## src/rtl/ifetch_prefetch_buffer_pkg.sv

```systemverilog
// Shared types and constants for the instruction prefetch buffer.
package ifetch_prefetch_buffer_pkg;

    localparam int INSTR_W = 32;
    localparam int PC_W    = 32;

    localparam logic [PC_W-1:0] DEFAULT_RESET_PC = 32'h0000_0000;

    typedef enum logic [1:0] {
        IDLE  = 2'd0,
        FETCH = 2'd1,
        DROP  = 2'd2
    } pf_state_e;

    typedef struct packed {
        logic [PC_W-1:0]    pc;
        logic [INSTR_W-1:0] instr;
    } fetch_entry_t;

    function automatic logic [PC_W-1:0] word_align(input logic [PC_W-1:0] pc);
        return pc & ~32'd3;
    endfunction

endpackage

```

## src/rtl/ifetch_prefetch_buffer_if.sv

```systemverilog
// Memory fetch port and IF/ID output stream of the prefetch buffer.
interface ifetch_prefetch_buffer_if #(
    parameter int ADDR_W = 30
);
    import ifetch_prefetch_buffer_pkg::*;

    logic                imem_req;
    logic [ADDR_W-1:0]   imem_addr;
    logic                imem_ack;
    logic [INSTR_W-1:0]  imem_rdata;

    logic                out_valid;
    logic                out_ready;
    logic [INSTR_W-1:0]  out_instr;
    logic [PC_W-1:0]     out_pc;
    logic [PC_W-1:0]     out_pcplus4;

    modport master (
        output imem_req,
        output imem_addr,
        input  imem_ack,
        input  imem_rdata,
        output out_valid,
        output out_instr,
        output out_pc,
        output out_pcplus4,
        input  out_ready
    );

    modport slave (
        input  imem_req,
        input  imem_addr,
        output imem_ack,
        output imem_rdata,
        input  out_valid,
        input  out_instr,
        input  out_pc,
        input  out_pcplus4,
        output out_ready
    );

endinterface

```

## src/rtl/ifetch_prefetch_buffer_fifo.sv

```systemverilog
// Small synchronous FIFO of {pc, instr} entries with flush and a flop-backed head.
module pf_sync_fifo
    import ifetch_prefetch_buffer_pkg::*;
#(
    parameter int  DEPTH = 4,
    localparam int PTR_W = $clog2(DEPTH),
    localparam int CNT_W = PTR_W + 1
) (
    input  logic          clock,
    input  logic          reset,
    input  logic          flush,
    input  logic          push,
    input  fetch_entry_t  push_data,
    input  logic          pop,
    output fetch_entry_t  head_data,
    output logic          head_valid,
    output logic [CNT_W-1:0] count
);

    localparam logic [CNT_W-1:0] FULL_COUNT = CNT_W'(DEPTH);

    fetch_entry_t      mem_q [DEPTH];
    fetch_entry_t      mem_d [DEPTH];
    logic [PTR_W-1:0]  rd_ptr_q, rd_ptr_d;
    logic [PTR_W-1:0]  wr_ptr_q, wr_ptr_d;
    logic [CNT_W-1:0]  count_q, count_d;
    logic              do_push;
    logic              do_pop;

    // A full FIFO still accepts a push when the head leaves in the same cycle.
    always_comb begin
        do_pop   = pop && (count_q != '0);
        do_push  = push && ((count_q != FULL_COUNT) || do_pop);
        mem_d    = mem_q;
        rd_ptr_d = rd_ptr_q;
        wr_ptr_d = wr_ptr_q;
        count_d  = count_q;
        if (flush) begin
            rd_ptr_d = '0;
            wr_ptr_d = '0;
            count_d  = '0;
        end else begin
            if (do_push) begin
                mem_d[wr_ptr_q] = push_data;
                wr_ptr_d        = wr_ptr_q + PTR_W'(1);
            end
            if (do_pop) begin
                rd_ptr_d = rd_ptr_q + PTR_W'(1);
            end
            count_d = count_q + CNT_W'(do_push) - CNT_W'(do_pop);
        end
    end

    always_ff @(posedge clock) begin
        if (!reset) begin
            for (int i = 0; i < DEPTH; i++) begin
                mem_q[i] <= '0;
            end
            rd_ptr_q <= '0;
            wr_ptr_q <= '0;
            count_q  <= '0;
        end else begin
            mem_q    <= mem_d;
            rd_ptr_q <= rd_ptr_d;
            wr_ptr_q <= wr_ptr_d;
            count_q  <= count_d;
        end
    end

    assign head_data  = mem_q[rd_ptr_q];
    assign head_valid = (count_q != '0);
    assign count      = count_q;

endmodule

```

## src/rtl/ifetch_prefetch_buffer.sv

```systemverilog
// Decoupled fetch front end: sequential word fetches into a FIFO, drained by IF/ID,
// with redirect flushing queued words and discarding a stale in-flight fetch.
module ifetch_prefetch_buffer
    import ifetch_prefetch_buffer_pkg::*;
#(
    parameter int          DEPTH    = 4,
    parameter int          ADDR_W   = 30,
    parameter logic [31:0] RESET_PC = DEFAULT_RESET_PC,
    localparam int         CNT_W    = $clog2(DEPTH) + 1
) (
    input  logic               clock,
    input  logic               reset,
    input  logic               redirect_valid,
    input  logic [31:0]        redirect_pc,
    output logic [CNT_W-1:0]   count,
    ifetch_prefetch_buffer_if.master bus
);

    localparam logic [CNT_W-1:0] FULL_COUNT  = CNT_W'(DEPTH);
    localparam logic [CNT_W:0]   DEPTH_WIDE  = (CNT_W+1)'(DEPTH);

    pf_state_e         state_q, state_d;
    logic [PC_W-1:0]   fetch_pc_q, fetch_pc_d;
    logic [ADDR_W-1:0] stale_addr_q, stale_addr_d;

    logic              imem_req;
    logic [ADDR_W-1:0] imem_addr;
    logic              push;
    logic              pop;
    logic              flush;
    logic [CNT_W-1:0]  fifo_count;
    logic              head_valid;
    logic [CNT_W:0]    level_after;
    logic              room_after_push;
    fetch_entry_t      push_data;
    fetch_entry_t      head_data;

    always_ff @(posedge clock) begin
        if (!reset) begin
            state_q      <= IDLE;
            fetch_pc_q   <= RESET_PC;
            stale_addr_q <= '0;
        end else begin
            state_q      <= state_d;
            fetch_pc_q   <= fetch_pc_d;
            stale_addr_q <= stale_addr_d;
        end
    end

    // The request only starts when a slot is free, so staying in FETCH after an ack
    // needs room for one more word once this cycle's push and pop have landed.
    always_comb begin
        level_after     = (CNT_W+1)'(fifo_count) + (CNT_W+1)'(1) - (CNT_W+1)'(pop);
        room_after_push = (level_after < DEPTH_WIDE);
    end

    always_comb begin
        state_d      = state_q;
        fetch_pc_d   = fetch_pc_q;
        stale_addr_d = stale_addr_q;
        if (redirect_valid) begin
            fetch_pc_d = word_align(redirect_pc);
            case (state_q)
                IDLE: begin
                    state_d = FETCH;
                end
                FETCH: begin
                    if (bus.imem_ack) begin
                        state_d = FETCH;
                    end else begin
                        // The outstanding request must complete on its original address.
                        state_d      = DROP;
                        stale_addr_d = fetch_pc_q[ADDR_W+1:2];
                    end
                end
                DROP: begin
                    state_d = bus.imem_ack ? FETCH : DROP;
                end
                default: begin
                    state_d = IDLE;
                end
            endcase
        end else begin
            case (state_q)
                IDLE: begin
                    if (fifo_count < FULL_COUNT) begin
                        state_d = FETCH;
                    end
                end
                FETCH: begin
                    if (bus.imem_ack) begin
                        fetch_pc_d = fetch_pc_q + 32'd4;
                        state_d    = room_after_push ? FETCH : IDLE;
                    end
                end
                DROP: begin
                    if (bus.imem_ack) begin
                        state_d = FETCH;
                    end
                end
                default: begin
                    state_d = IDLE;
                end
            endcase
        end
    end

    always_comb begin
        imem_req  = (state_q == FETCH) || (state_q == DROP);
        imem_addr = (state_q == DROP) ? stale_addr_q : fetch_pc_q[ADDR_W+1:2];
        push      = (state_q == FETCH) && bus.imem_ack && !redirect_valid;
        flush     = redirect_valid;
        pop       = head_valid && bus.out_ready;
        push_data = '{pc: fetch_pc_q, instr: bus.imem_rdata};
    end

    pf_sync_fifo #(
        .DEPTH (DEPTH)
    ) u_fifo (
        .clock      (clock),
        .reset      (reset),
        .flush      (flush),
        .push       (push),
        .push_data  (push_data),
        .pop        (pop),
        .head_data  (head_data),
        .head_valid (head_valid),
        .count      (fifo_count)
    );

    assign bus.imem_req    = imem_req;
    assign bus.imem_addr   = imem_addr;
    assign bus.out_valid   = head_valid;
    assign bus.out_instr   = head_data.instr;
    assign bus.out_pc      = head_data.pc;
    assign bus.out_pcplus4 = head_data.pc + 32'd4;
    assign count           = fifo_count;

endmodule

```

## src/flat_wrapper.sv

```systemverilog
// flat-port wrapper written by rule: the top's interface ports become plain ports
module ifetch_prefetch_buffer_flat import ifetch_prefetch_buffer_pkg::*;
#(
    parameter int          DEPTH    = 4,
    parameter int          ADDR_W   = 30,
    parameter logic [31:0] RESET_PC = DEFAULT_RESET_PC,
    localparam int         CNT_W    = $clog2(DEPTH) + 1
)
  (clock, reset, redirect_valid, redirect_pc, count, bus_imem_req, bus_imem_addr, bus_imem_ack, bus_imem_rdata, bus_out_valid, bus_out_instr, bus_out_pc, bus_out_pcplus4, bus_out_ready);
  ifetch_prefetch_buffer_if #(.ADDR_W(ADDR_W)) bus_i ();
  input  logic clock;
  input  logic reset;
  input  logic redirect_valid;
  input  logic [31:0] redirect_pc;
  output logic [CNT_W-1:0] count;
  output wire logic [$bits(bus_i.imem_req)-1:0] bus_imem_req;
  output wire logic [$bits(bus_i.imem_addr)-1:0] bus_imem_addr;
  input wire logic [$bits(bus_i.imem_ack)-1:0] bus_imem_ack;
  input wire logic [$bits(bus_i.imem_rdata)-1:0] bus_imem_rdata;
  output wire logic [$bits(bus_i.out_valid)-1:0] bus_out_valid;
  output wire logic [$bits(bus_i.out_instr)-1:0] bus_out_instr;
  output wire logic [$bits(bus_i.out_pc)-1:0] bus_out_pc;
  output wire logic [$bits(bus_i.out_pcplus4)-1:0] bus_out_pcplus4;
  input wire logic [$bits(bus_i.out_ready)-1:0] bus_out_ready;
  assign bus_imem_req = bus_i.imem_req;
  assign bus_imem_addr = bus_i.imem_addr;
  assign bus_i.imem_ack = bus_imem_ack;
  assign bus_i.imem_rdata = bus_imem_rdata;
  assign bus_out_valid = bus_i.out_valid;
  assign bus_out_instr = bus_i.out_instr;
  assign bus_out_pc = bus_i.out_pc;
  assign bus_out_pcplus4 = bus_i.out_pcplus4;
  assign bus_i.out_ready = bus_out_ready;
  ifetch_prefetch_buffer #(.DEPTH(DEPTH), .ADDR_W(ADDR_W), .RESET_PC(RESET_PC)) u_core (.clock(clock), .reset(reset), .redirect_valid(redirect_valid), .redirect_pc(redirect_pc), .count(count), .bus(bus_i));
endmodule
```

## config.mk

```make
export PLATFORM = sky130hd
export DESIGN_NAME = ifetch_prefetch_buffer_flat
export DESIGN_NICKNAME = d
export VERILOG_FILES = /design/src/rtl/ifetch_prefetch_buffer_pkg.sv /design/src/rtl/ifetch_prefetch_buffer_if.sv /design/src/rtl/ifetch_prefetch_buffer_fifo.sv /design/src/rtl/ifetch_prefetch_buffer.sv /design/src/flat_wrapper.sv
export SDC_FILE = /design/constraint.sdc
export NUM_CORES = 1
export LEC_CHECK = 0
export CAP_MARGIN = 10
export CORE_MARGIN = 2
export CORE_UTILIZATION = 25
export CTS_CLUSTER_DIAMETER = 40
export CTS_CLUSTER_SIZE = 8
export DETAILED_ROUTE_END_ITERATION = 10
export GPL_TIMING_DRIVEN = 0
export HOLD_SLACK_MARGIN = 0.02
export SLEW_MARGIN = 0
export SYNTH_ARGS = -nofsm -noshare
export SYNTH_HDL_FRONTEND = slang
export SYNTH_HIERARCHICAL = 1
export SYNTH_SLANG_ARGS = --single-unit
```

## constraint.sdc

```tcl
create_clock -name clock -period 5.2 [get_ports clock]
set_clock_uncertainty 0.05 [all_clocks]
set_input_delay 1.3 -clock clock [delete_from_list [all_inputs] [get_ports clock]]
set_output_delay 1.3 -clock clock [all_outputs]
set_load 0.02 [all_outputs]
```

# --- Word-level counts from Yosys, hierarchy flattened ---
# Cells that the tools add are included.
totals:
  mem_count: 0
  register_bits: 327
  romBits: 0
  latch_bits: 0
  ramBits: 0
  elab_cells: 77
  inputBits: 69
  output_inout_bits: 131
classes:
  multipliers: 0
  div_mod_pow: 0
  add_sub_neg: 8
  n_reduce_logical: 20
  n_lt_le_gt_ge: 5
  n_eq_ne: 6
  shift: 0
  mux: 18
  n_bitwise: 5
op_table:
  columns: ["op", "n"]
  rows:
  - ["256-bit bitwise mux", 1]
  - ["64-bit 2-to-1 mux", 3]
  - ["64-bit binary-select mux with 2-bit select", 1]
  - ["64-bit demux with 2-bit select", 1]
  - ["32-bit 2-to-1 mux", 3]
  - ["32-bit by 3-bit adder with 32-bit output (second input constant)", 2]
  - ["30-bit 2-to-1 mux", 1]
  - ["2-bit 2-to-1 mux", 5]
  - ["3-bit != test (second input constant)", 3]
  - ["3-bit greater-or-equal comparator (second input constant)", 2]
  - ["1-bit logical AND", 6]
  - ["2-bit inverter with 3-bit output", 2]
  - ["2-bit one-hot mux with 3 select lines", 1]
  - ["2-bit AND reduction", 3]
  - ["3-bit AND reduction", 2]
  - ["2-bit by 1-bit adder with 2-bit output (second input constant)", 2]
  - ["3-bit by 1-bit adder with 4-bit output (second input constant)", 1]
  - ["4-bit by 3-bit less-than comparator with 1-bit output (second input constant)", 1]
  - ["2-bit one-hot mux with 2 select lines", 1]
  - ["2-bit nonzero test", 2]
  - ["2-bit OR reduction", 2]
  - ["4-bit by 1-bit subtractor with 4-bit output", 1]
  - ["3-bit by 1-bit adder with 3-bit output", 1]
  - ["3-bit by 1-bit less-than comparator with 1-bit output (second input constant)", 1]
  - ["11 further kinds", 14]

# --- Depth between registers and ports, before layout ---
depth:
  word_depth: 8
  ltp_mapped: 13
  depth_no_buf: 12

# --- By module ---
# Netlist, hierarchy kept.
by_module_without_submodules:
  columns: ["mod", "instances", "area_each_um2", "cells_each", "seq_area_each_um2"]
  rows:
  - ["pf_sync_fifo", 1, 11549.8, 1021, 5265.0]
  - ["ifetch_prefetch_buffer", 1, 3875.0, 492, 1241.2]

# --- Least setup slack after synthesis ---
# Ideal clock, no wire load.
synth_timing:
  path_type: "register to output"
  from: "reg u_core.u_fifo.rd_ptr_q[0]"
  to: "out bus_out_pcplus4[26]"
  required_time_ns: 3.850
  n_path_buf: 2
  stages_incl_launch_ff: 9
  arrival_ns: 2.906
  slack_ns: 0.944
  path_cell_list: "dfxtp_1 > clkbuf_1 > buf_1 > mux4_2 > nand3_1 > or3_1 > or4b_1 > nor2_1 > xor2_1"
synth_between:
  elab_chain_cells: 5
synth_lines:
  columns: ["element", "line", "source"]
  rows:
  - ["from (decl)", "ifetch_prefetch_buffer_fifo.sv:24", "logic [PTR_W-1:0] rd_ptr_q, rd_ptr_d;"]
  - ["from (signal assigned)", "ifetch_prefetch_buffer_fifo.sv:64", "rd_ptr_q <= rd_ptr_d;"]
  - ["2-bit inverter with 3-bit output (implied by the code)", "ifetch_prefetch_buffer_fifo.sv:70", "assign head_data = mem_q[rd_ptr_q];"]
  - ["64-bit binary-select mux with 2-bit select", "ifetch_prefetch_buffer_fifo.sv:70", null]
  - ["64-bit 2-to-1 mux (implied by the code) (2 in a row)", "ifetch_prefetch_buffer_fifo.sv:70", null]
  - ["named net bus_out_pc[9]", "flat_wrapper.sv:22", "output wire logic [$bits(bus_i.out_pc)-1:0] bus_out_pc;"]
  - ["32-bit by 3-bit adder with 32-bit output", "ifetch_prefetch_buffer.sv:136", "assign bus.out_pcplus4 = head_data.pc + 32'd4;"]
  - ["to (decl)", "flat_wrapper.sv:23", "output wire logic [$bits(bus_i.out_pcplus4)-1:0] bus_out_pcplus4;"]
# The timed path passes the listed nets, and every way through them passes these cells. The select of a mux whose other input is x is not followed.

# --- Worst setup path after layout ---
layout_timing:
  from: "reg u_core.u_fifo.rd_ptr_q[0]"
  to: "out bus_out_pcplus4[14]"
layout_between:
  elab_chain_cells: 5
layout_lines:
  columns: ["element", "line"]
  rows:
  - ["2-bit inverter with 3-bit output (implied by the code)", "ifetch_prefetch_buffer_fifo.sv:70"]
  - ["64-bit binary-select mux with 2-bit select", "ifetch_prefetch_buffer_fifo.sv:70"]
  - ["64-bit 2-to-1 mux (implied by the code) (2 in a row)", "ifetch_prefetch_buffer_fifo.sv:70"]
  - ["32-bit by 3-bit adder with 32-bit output", "ifetch_prefetch_buffer.sv:136"]
# Every way passes these cells. The select of a mux whose other input is x is not followed.

==> results.md <==
* Netlist cell types at 60
* Max Freq at 199 MHz
* Layout net count at 1858
* First drt pass iteration count at 6
* Post-route setup slack at 0.185 ns
* Worst EP required at 3.85 ns
* Residual DRC at 0
* Fraction of registers with async set/reset at 0
* Vias in the first global route at 12590
* CTS Buffer Depth at 3
* Hold Path End: u_core/u_fifo/mem_q[207]
* Die Y at 252 um
* Largest net degree at the start of global routing at 14
* CP startpoint: u_core/u_fifo/rd_ptr_q[0]
* CP arrival at 3.66 ns
* Routed wire length at slightly below 50000 um
* Flop-to-flop setup slack at between 1.5 and 2 ns
* HP Class: flop to flop
* WHS Path Cells at 2
* Port Buf Inserts at ~200
* FP Rows at 91
* Routability Congestion at 0.856
* Worst setup SP type: flop
* Num CTS Buffers at 55
* Post-Layout Cell Count at around 2600
* Clock Sinks at 325
* Status: complete, no violations
* VDD IR max at 0.224 mV
* Initial detailed-routing violation count at 778
* Max_slew headroom at 0.385
* Die area at 63700 um2
* Fin crit share at 0.964
* P_leak at 6.78 nW
* Post-synthesis cell area at between 15000 and 20000 um2
* RSZ-0062 raised after global routing: no
* # H-tree levels at 2
* Post-DR vias/cell at 4.64
* Total number of vias at 12053
* Place WS at -1.38 ns
* Mapped Cells at 1513
* R2r endpoint: u_core/u_fifo/count[2]
* Total grt overflow at 0
* Fraction of layout cells with a size suffix above 1 at 0.137
* Post-synth top flop: dfxtp_1
* Min-delay src: u_core/u_fifo/mem_q[207]
* Crit Path Max Fanout at 10
* Critical path class: flop to primary output
* P&R area growth vs syn at 31.1%
* Synth Register Bits at roughly 330
* RR Startpoint: u_core/u_fifo/count[2]
* Fin. Hold Viols at 0
* I/O pin count at 200
* Routed WL per cell at 19.0 um
* Sequential area share after synthesis at 0.422
* Slew Viols, Final at 0
* Ant. Diodes at 0
* Root Buffer: clkbuf_16
* Final Critical Period at approximately 5.0 ns
* Commonest non-fill, non-tap cell in the layout: nand2_1
* Worst Tran Pin Value at between 0.9 and 1 ns
* Power Dens Cells at around 310 nW/um2
* Wire length of the first global-routing pass at 74700 um
* CTS clk-pin slew, worst paths at 0.05 ns
* Starting density of the core at 0.251
* CP endpoint kind: primary output
* Dpl cells at 2500
* CTS tree: yes
* Hold buffer count at CTS at 0
* Number of synthesized flops with an enable pin at 0
* Core area at 61400 um2
* Final setup fails at 0
* Worst reg-to-reg path cell count at 12
* Die W at 252 um
* Antenna violations before repair at 0
* Avg Cell Area, Syn at around 10 um2
* Max-cap viol count at 0
* Total negative slack at 0 ns
* Skew-Pair Late Insertion Delay at roughly 0.58 ns
* Post-route ant nets at 0
* Most frequent cells in the layout: nand2_1 (423), dfxtp_1 (325), mux2i_1 (259)
* Detailed Place HPWL at between 30000 and 40000 um
* Total GRT Usage at 0.153
* Synth warn at 6
-- cells in the mapped netlist, drive strengths merged (3+ instances only) --
| cell type | instances | area (um2) |
|---|---|---|
| nand4 | 13 | 87.6 |
| a21boi | 30 | 225 |
| nand2b | 5 | 31.3 |
| ha | 12 | 150 |
| nand3 | 23 | 120 |
| and4 | 3 | 28.8 |
| xnor2 | 39 | 342 |
| nor4 | 5 | 67.6 |
| dfxtp | 325 | 6510 |
| nand2 | 424 | 1590 |
| or4 | 3 | 26.3 |
| nor3 | 17 | 90.1 |
| mux2i | 259 | 2590 |
| inv | 22 | 82.6 |
| buf | 47 | 667 |
| and2 | 8 | 50.1 |
| xor2 | 19 | 166 |
| mux2 | 23 | 259 |
| mux4 | 64 | 1440 |
| and3 | 8 | 70.1 |
| nor2 | 22 | 82.6 |
| o21ai | 35 | 175 |
| or3 | 4 | 26.3 |
| a21oi | 19 | 95.1 |
| clkbuf | 60 | 235 |
-- state kept, by name, summed over array words and instances (netlist names) --
signal                  count
u_core/fetch_pc_q          30
u_core/state_q              2
u_core/u_fifo/count         3
u_core/u_fifo/wr_ptr_q      2
u_core/stale_addr_q        30
u_core/u_fifo/rd_ptr_q      2
u_core/u_fifo/mem_q       256
-- per-layer routing --
layer / share of wire / global-route usage / up-vias
li1: - / - / 5727
met1: 0.45 / 0.203 / 5925
met2: 0.47 / 0.247 / 333
met3: 0.058 / 0.0331 / 68
met4: 0.022 / 0.0475 / 0
met5: 0 / 0 / -
-- report_power, final --
part / internal (mW) / switching, mW
Clock: 2.15 / 1.19
Sequential: 2.53 / 0.0463
Combinational: 0.183 / 0.253
Total: 4.86 / 1.49
-- layout make-up --
| cell class | count | area (um2) |
|---|---|---|
| buffer | 109 | 956 |
| clock buffer | 76 | 1560 |
| clock inverter | 11 | 124 |
| fill | 6205 | 41200 |
| inverter | 22 | 82.6 |
| multi-input combinational | 1058 | 7970 |
| sequential | 325 | 6510 |
| tap | 790 | 988 |
| timing repair buffer | 205 | 2030 |
-- metrics by stage --
step	util	area, um2	hold WS, ns	total power, mW
2_1_floorplan	-	15400	0.382	2.84
4_1_cts	0.329	20200	0.406	6.42
3_5_place_dp	0.299	18400	0.394	3.05
5_1_grt	0.329	20200	0.419	6.57
6_report	0.329	20200	0.403	6.35
3_3_place_gp	0.299	18400	0.388	3.05
-- cell families (layout without fill, tap and decap cells) --
| kind of cell | count (synthesis) | count (layout) | share of synthesized area |
|---|---|---|---|
| fa+ha+maj | 13 | 13 | 0.0110 |
| mux | 346 | 346 | 0.278 |
| xor+xnor | 58 | 58 | 0.0329 |
| compound gates | 96 | 96 | 0.0390 |
| other cells | 1 | 2 | 0.000243 |
| buf+inv | 131 | 423 | 0.0653 |
| simple gates | 543 | 543 | 0.151 |
| flops | 325 | 325 | 0.422 |
-- worst max-delay path, cell delays in order, from the launching register on --
cell	delay [ns]
dfxtp_1	0.42
clkbuf_8	0.26
buf_4	0.23
mux4_2	0.31
nand4_1	0.11
buf_4	0.17
buf_4	0.15
or3_1	0.46
nor2_1	0.19
xor2_1	0.16
clkdlybuf4s50_1	0.62
-- what timing repair did --
| action | CTS | global route |
|---|---|---|
| pin swaps | 1 | 0 |
| buffers inserted | 6 | 3 |
| gates resized for setup | 27 | 9 |
| endpoints found under the setup margin | 29 | 8 |
| hold endpoints to repair | 0 | 0 |
-- how the worst max path moves through the flow --
stage | to | slack [ns] | cells past startpoint
3_5_place_dp | bus_out_pcplus4[31] | -1.38 | 9
3_3_place_gp | bus_out_pcplus4[31] | -1.46 | 9
5_1_grt | bus_out_pcplus4[28] | 0.03 | 9
6_report | bus_out_pcplus4[14] | 0.19 | 10
4_1_cts | bus_out_pcplus4[27] | 0.003 | 11
2_1_floorplan | bus_out_pcplus4[26] | 0.94 | 8
(Power assumes the default switching activity.)
